==> src/rtl/eu_shared_unit_arbiter.sv <==
// Round-robin arbiter/sequencer sharing one multi-cycle unit between NUM_REQ
// issue queues. One operation outstanding at a time; grant is combinational
// in IDLE, result is held in RESP until the owner accepts it, and a hung
// unit is abandoned after TIMEOUT_CYCLES busy cycles.
//
// state | meaning
// IDLE  | no operation outstanding; grant the round-robin winner, if any
// BUSY  | operation launched; waiting for unit_done_i or timeout
// RESP  | result captured; presenting it to owner until rsp_ready_i[owner]
module eu_shared_unit_arbiter #(
  parameter int NUM_REQ        = 4,
  parameter int DATA_WIDTH     = 64,
  parameter int RESULT_WIDTH   = 32,
  parameter int TIMEOUT_CYCLES = 64
) (
  input  logic                                clk,
  input  logic                                reset,
  input  logic [NUM_REQ-1:0]                  req_valid_i,
  input  logic [NUM_REQ-1:0][DATA_WIDTH-1:0]  req_entry_i,
  output logic [NUM_REQ-1:0]                  req_ready_o,
  output logic                                unit_start_o,
  output logic [DATA_WIDTH-1:0]               unit_op_o,
  input  logic                                unit_done_i,
  input  logic [RESULT_WIDTH-1:0]             unit_result_i,
  output logic [NUM_REQ-1:0]                  rsp_valid_o,
  output logic [RESULT_WIDTH-1:0]             rsp_data_o,
  input  logic [NUM_REQ-1:0]                  rsp_ready_i,
  output logic                                busy_o,
  output logic                                timeout_o
);

  localparam int IDX_W = $clog2(NUM_REQ);
  localparam int CTR_W = $clog2(TIMEOUT_CYCLES + 1);
  localparam logic [CTR_W-1:0] CTR_LAST = CTR_W'(TIMEOUT_CYCLES - 1);

  typedef enum logic [1:0] {IDLE, BUSY, RESP} state_t;

  state_t                  state;
  logic [IDX_W-1:0]        owner;
  logic [IDX_W-1:0]        rr_ptr;
  logic [CTR_W-1:0]        busy_ctr;
  logic [RESULT_WIDTH-1:0] rsp_data;
  logic                    timeout;

  logic                    found;
  logic [IDX_W-1:0]        winner;
  logic                    grant;

  // Round-robin search starting at rr_ptr; index arithmetic wraps since NUM_REQ is a power of two
  always_comb begin
    found  = 1'b0;
    winner = rr_ptr;
    for (int i = 0; i < NUM_REQ; i++) begin
      if (!found && req_valid_i[rr_ptr + IDX_W'(i)]) begin
        found  = 1'b1;
        winner = rr_ptr + IDX_W'(i);
      end
    end
  end

  // Grant is gated by reset so outputs read zero while reset is held
  assign grant = (state == IDLE) && found && !reset;

  // Combinational launch/pop and response presentation
  always_comb begin
    req_ready_o  = '0;
    unit_op_o    = '0;
    rsp_valid_o  = '0;
    if (grant) begin
      req_ready_o = NUM_REQ'(1) << winner;
      unit_op_o   = req_entry_i[winner];
    end
    if (state == RESP) begin
      rsp_valid_o = NUM_REQ'(1) << owner;
    end
  end

  assign unit_start_o = grant;
  assign rsp_data_o   = rsp_data;
  assign busy_o       = (state != IDLE);
  assign timeout_o    = timeout;

  // Sequencer: grant -> busy (done or timeout) -> response handshake
  always_ff @(posedge clk or posedge reset) begin
    if (reset) begin
      state    <= IDLE;
      owner    <= '0;
      rr_ptr   <= '0;
      busy_ctr <= '0;
      rsp_data <= '0;
      timeout  <= 1'b0;
    end else begin
      case (state)
        IDLE: begin
          if (grant) begin
            owner    <= winner;
            busy_ctr <= '0;
            state    <= BUSY;
          end
        end
        BUSY: begin
          busy_ctr <= busy_ctr + 1'b1;
          if (unit_done_i) begin
            rsp_data <= unit_result_i;
            state    <= RESP;
          end else if (busy_ctr == CTR_LAST) begin
            timeout <= 1'b1;
            rr_ptr  <= owner + 1'b1;
            state   <= IDLE;
          end
        end
        RESP: begin
          if (rsp_ready_i[owner]) begin
            rr_ptr <= owner + 1'b1;
            state  <= IDLE;
          end
        end
        default: state <= IDLE;
      endcase
    end
  end

endmodule

==> config.mk <==
export PLATFORM = sky130hd
export DESIGN_NAME = eu_shared_unit_arbiter
export DESIGN_NICKNAME = d
export VERILOG_FILES = /design/src/rtl/eu_shared_unit_arbiter.sv
export SDC_FILE = /design/constraint.sdc
export NUM_CORES = 1
export LEC_CHECK = 0
export BUFFER_PORTS_ARGS = -buffer_cell sky130_fd_sc_hd__buf_2
export CORE_AREA = 2 2 156 158
export CTS_CLUSTER_SIZE = 12
export DETAILED_ROUTE_END_ITERATION = 10
export DIE_AREA = 0 0 158 160
export PLACE_DENSITY_LB_ADDON = 0.12
export SKIP_CTS_REPAIR_TIMING = 1
export SLEW_MARGIN = 20
export SYNTH_ARGS = -nofsm -noshare
export SYNTH_HDL_FRONTEND = slang
export SYNTH_SLANG_ARGS = --single-unit
==> constraint.sdc <==
create_clock -name clk -period 3.34 [get_ports clk]
set_input_delay 1.002 -clock clk [delete_from_list [all_inputs] [get_ports clk]]
set_output_delay 1.002 -clock clk [all_outputs]
set_load 0.1 [all_outputs]
==> metrics.txt, run 1 <==
Post-synth top cells=mux2i_1 (128), o22ai_1 (65), dfrtp_1 (46); Worst Setup SP=req_valid_i[1]; WHS=452 ps; Final #Nets=1146; H-tree depth reported by CTS=2; ratio of final minimum period to clock period=1.11; First DRT Iteration DRCs=156; WL final=21500 um; Routed WL per cell=18.4 um; critical path's top delay family=buffers and inverters; Startpoint Class=primary input; clk_lat worst skew=290 ps; unrepaired setup endpoints after global routing=yes; total congestion overflow=0; placed cells=1142; CP Depth=9; Post-synth EDFFs=0; Routability Congestion=0.776; critical path type=in -> out; Worst slew margin=0.582; die width=158 um; Crit path arrival time=2700 ps; Worst-path clk slew=60 ps; Final Max Slew Viols=0; cell row count=57; Yosys top cell by area=mux2i_1; crit-path cells=clkbuf_4 -> o311a_4 -> buf_12 -> buf_12 -> buf_12 -> buf_16 -> mux2i_4 -> o22ai_4 -> buf_12; Synth area leaders=mux2i_1 (32%), dfrtp_1 (29%), o22ai_1 (10%), mux2_2 (9.0%), buf_8 (1.9%); total track usage=0.147; min-delay worst type=reg -> reg; die area=25300 um2; CP max FO=8; Worst path most repeated cell=buf_12; ys flop type=dfrtp_1; synth warn=0; Area Overhead vs Synth=165%; Slowest-stage cell, CP=o311a_4; Starting Density=0.168; design area=10600 um2; element type at the critical path end=primary output; vias per inst=4.25; share of cells above drive strength 1=0.845; Post-Layout Cell Count=1168; final number of setup-violating endpoints=68; HP Start=timeout_o; IO buf count=405; r2r endpoint=rsp_data_o[20]; pre-CTS WS=-442 ps; Worst Path Required=2340 ps; ANT nets after route=0; Final Power=11.5 mW; Post-Syn Area=4000 um2; Vert. Die Dim=160 um; clock sinks=46; CP peak stage delay=400 ps; Hold Vio Cnt, Final=0; Seq/Total Area, Yosys=0.288; Mapped Cells=383; Max Clk Rate=270 MHz; Reg-to-Reg Start=state[0]; number of global-route vias before repair=4918; Max Cap Viol=0; synth unique cells=42; first-pass GRT wire length=28400 um; PnR worst setup slack=-366 ps; Layout fillers=2263; area share of the largest cell type after synthesis=0.321; maximum number of pins on one net before global-route repair=36; TritonCTS clock tree=built; CTS Buf Count=5; setup tns final=-17760 ps; Period minus WS final=3710 ps; Max Buffers Root-to-Sink=2; clock skew=7.54 ps; Vias=4964; Core ar.=23800 um2; most common cell in the netlist=mux2i_1; outcome=finished with violations; Worst-Margin Slew=625 ps; FFs w/ async S/R, synth=1.00; peak supply drop=0.000509 V; R2R Setup Slk=1460 ps; P per Cell Area=1090 nW/um2; antenna violations before repair=2; #FFs+latches synth=46; Mean Syn Cell Area=10.4 um2; R2R cell count=4; Bufs and invs on worst path=6; Post-DP Area=8860 um2; CTS root buf=clkbuf_16; I/O Pins=406; hpwl dp=16900 um; final cell utilization of the core=0.445; DR pass1 iterations=4; syn nets=687; failing checks=setup timing; drt drc=0; crit path to=unit_op_o[2]; leakage power=4.39 nW
[flip-flops by register name, indices dropped and copies added, names as in the netlist]
register,cells
rsp_data_o,32
state,2
owner,2
busy_ctr,7
rr_ptr,2
timeout_o,1
[logic make-up (layout without fill, tap and decap cells)]
logic type / after synthesis / count (layout) / synth area share
multiplexers: 163 / 163 / 0.422
AO/OA/AOI/OAI: 89 / 89 / 0.138
flip-flops: 46 / 46 / 0.288
AND/OR/NAND/NOR: 41 / 41 / 0.0592
buffers and inverters: 38 / 498 / 0.0745
adder cells (fa/ha/maj): 5 / 5 / 0.0157
XOR/XNOR: 1 / 1 / 0.00219
other: 0 / 1 / 0
[power breakdown]
part	switching, mW	total (mW)	internal, mW	leakage [nW]
clock network	0.210	0.564	0.354	0.0781
registers	0.141	0.950	0.809	0.561
logic	6.11	10.0	3.92	3.75
total	6.46	11.5	5.08	4.39
[cells in the final DEF, fill, tap and decap left out, drive strengths merged, types with 2 or more instances in the layout]
cell type and count:
o21ai 15, nor2 7, and3 3, mux2 34
inv 4, buf 475, nand2 10, nor2b 6
a31oi 2, and2 4, o31ai 2, clkbuf 18
or2 2, nand2b 3, ha 5, o22ai 65
mux2i 128, dfrtp 46
[worst min path at each step]
stage | to | slack [ps] | cells after the start
floorplan | busy_ctr[2] | 460 | 1
global placement | timeout_o | 440 | 1
detailed placement | timeout_o | 440 | 1
CTS | timeout_o | 460 | 1
global route | timeout_o | 480 | 1
finish | timeout_o | 450 | 1
[layout make-up]
type / count / area, um2 / share of cell area
multi-input combinational: 299 / 4590 / 0.433
timing repair buffer: 486 / 4270 / 0.403
sequential: 46 / 1150 / 0.109
tap: 324 / 405 / 0.0382
clock buffer: 7 / 133 / 0.0125
clock inverter: 1 / 30.0 / 0.00283
inverter: 4 / 15.0 / 0.00142
antenna: 1 / 2.50 / 0.000236
[layer usage]
layer	track usage	share of wire
met1	0.177	0.39
met2	0.283	0.56
met3	0.0171	0.044
met4	0.0164	0.0053
met5	0	0.00060
No activity file was read; power rests on OpenSTA's default activity.
==> inputs of run 2 (changes only) <==
- SKIP_CTS_REPAIR_TIMING: 1 -> not set
==> run 2 against run 1 <==
Compared with the run above:
- sequential share of layout area is 0.16 points lower
- the run still ends with setup timing left
- clock power is 2% lower
- count of clock-buffer cells in the layout stayed put
- total power is 1.4% higher
- die area stayed put
- sequential power hardly changed
- first-iteration DRC count is 18% lower
- critical path depth is 2 higher
==> metrics.txt, run 2 (synthesis results as in run 1) <==
outcome=finished with violations (unchanged); failing checks=setup timing (unchanged); final cell utilization of the core=0.451 (was 0.445); Vias=4983 (was 4964); maximum number of pins on one net before global-route repair=31 (was 36); Post-Layout Cell Count=1179 (was 1168); Worst-Margin Slew=634 ps (was 625 ps); die width=158 um (unchanged); Worst Path Required=2340 ps (about the same); Startpoint Class=primary input (unchanged); critical path type=in -> out (unchanged); Max Clk Rate=272 MHz (was 270 MHz); CP max FO=6 (was 8); max reg flops=32 (unchanged); Max Buffers Root-to-Sink=2 (unchanged); cell row count=57 (unchanged); clk_lat worst skew=280 ps (was 290 ps); area taken by flip-flops and latches=1150 um2 (unchanged); final number of setup-violating endpoints=68 (unchanged); IO buf count=405 (unchanged); total track usage=0.162 (was 0.147); Hold Vio Cnt, Final=0 (unchanged); Max Cap Viol=0 (unchanged); H-tree depth reported by CTS=2 (unchanged); First DRT Iteration DRCs=128 (was 156); commonest non-fill, non-tap cell in the layout=buf_2 (unchanged); ANT nets after route=0 (unchanged); Final Max Slew Viols=0 (unchanged); die area=25300 um2 (unchanged); DR pass1 iterations=4 (unchanged); Area Overhead vs Synth=169% (was 165%); TritonCTS clock tree=built (unchanged); Starting Density=0.168 (unchanged); clock sinks=46 (unchanged); hpwl dp=16900 um (unchanged); Crit path arrival time=2670 ps (was 2700 ps); antenna violations before repair=2 (unchanged); most frequent cells in the layout=buf_2 (332), buf_12 (93), mux2i_4 (68) (was buf_2 (333), buf_12 (91), mux2i_4 (77)); peak supply drop=0.000504 V (was 0.000509 V); Multi-input gate area=4540 um2 (was 4590 um2); share of cells above drive strength 1=0.847 (was 0.845); Final #Nets=1157 (was 1146); Routed WL per cell=18.5 um (was 18.4 um); Worst slew margin=0.576 (was 0.582); Post-CTS Hold Buffers=0; total congestion overflow=0 (unchanged); number of global-route vias before repair=5209 (was 4918); min-delay worst type=reg -> reg (unchanged); first-pass GRT wire length=31100 um (was 28400 um); drt drc=0 (unchanged); PnR worst setup slack=-331 ps (was -366 ps); Vert. Die Dim=160 um (unchanged); placed cells=1142 (unchanged); unrepaired setup endpoints after global routing=yes (unchanged); vias per inst=4.23 (was 4.25); I/O Pins=406 (unchanged); Routability Congestion=0.776 (unchanged); CTS root buf=clkbuf_16 (unchanged); P per Cell Area=1090 nW/um2 (about the same); ratio of final minimum period to clock period=1.10 (was 1.11); Worst-path clk slew=60 ps (about the same); Layout fillers=2252 (was 2263); Period minus WS final=3670 ps (was 3710 ps); Core ar.=23800 um2 (unchanged); leakage power=4.50 nW (was 4.39 nW); CTS Buf Count=5 (unchanged); clock skew=4.45 ps (was 7.54 ps); element type at the critical path end=primary output (unchanged); WL final=21800 um (was 21500 um)
==> run 2: changes by cell type in the layout (fill, tap and decap cells not counted), sizes merged <==
cell / delta
buf: +15
bufbuf: +1
clkbuf: -6
nand2: +1
==> run 2: worst max-delay path: stages <==
cell and delay (ps):
buf_8 100, nor2b_4 120, o21ai_2 140, o311a_4 240
buf_12 120, buf_12 130, buf_6 160, mux2i_1 230
buf_4 160, o22ai_4 80, buf_12 170
==> run 2: path summary, 6_finish.rpt <==
path                       cells past startpoint        endpoint  slack, ps      startpoint
max                                           11   unit_op_o[53]       -330  req_valid_i[2]
min                                            1       timeout_o        450       timeout_o
max reg2reg                                    4  rsp_data_o[20]       1440        state[0]
min reg2reg                                    1       timeout_o        450       timeout_o
max in group asynchronous                      4     busy_ctr[4]       1780           reset
min in group asynchronous                      3  rsp_data_o[26]        840           reset
==> run 2: area by class of cell <==
type | count | area share
diodes | 1 | 0.000233
clock buffers | 7 | 0.0123
clock inverters | 1 | 0.00279
inverters | 4 | 0.00140
multi-input cells | 300 | 0.422
flip-flops and latches | 46 | 0.107
well taps | 324 | 0.0377
repair buffers | 496 | 0.416
==> run 2: timing repair <==
action,4_1_cts,5_1_grt
setup buffers,13,5
setup endpoints to repair,68,68
pin swaps,12,22
gates cloned,8,6
resized for setup,150,88
==> run 2: through the flow <==
step                      area [um2]  setup TNS [ps]  total power, mW  setup slack [ps]  hold WS [ps]
after floorplan                 5040          -14200             7.23              -249           457
after global placement          8860          -24040             9.60              -463           438
after detailed placement        8860          -24620             9.61              -442           443
after CTS                      10100          -20900             11.2              -355           459
after global routing           10800          -22520             12.1              -415           482
final                          10800          -17500             11.7              -331           452
==> run 2: routing by layer <==
| metal | vias to the layer above | track usage | share of wire |
|---|---|---|---|
| met5 | - | 0 | 0.00060 |
| met4 | 2 | 0.0184 | 0.0069 |
| met3 | 10 | 0.0168 | 0.043 |
| met2 | 194 | 0.312 | 0.56 |
| met1 | 2348 | 0.198 | 0.38 |
| li1 | 2429 | - | - |
==> run 2: report_power, final <==
group	internal (mW)	leakage, nW	switching [mW]	total (mW)
combinational	4.05	3.86	6.15	10.2
sequential	0.809	0.561	0.143	0.952
clock	0.354	0.0781	0.200	0.554
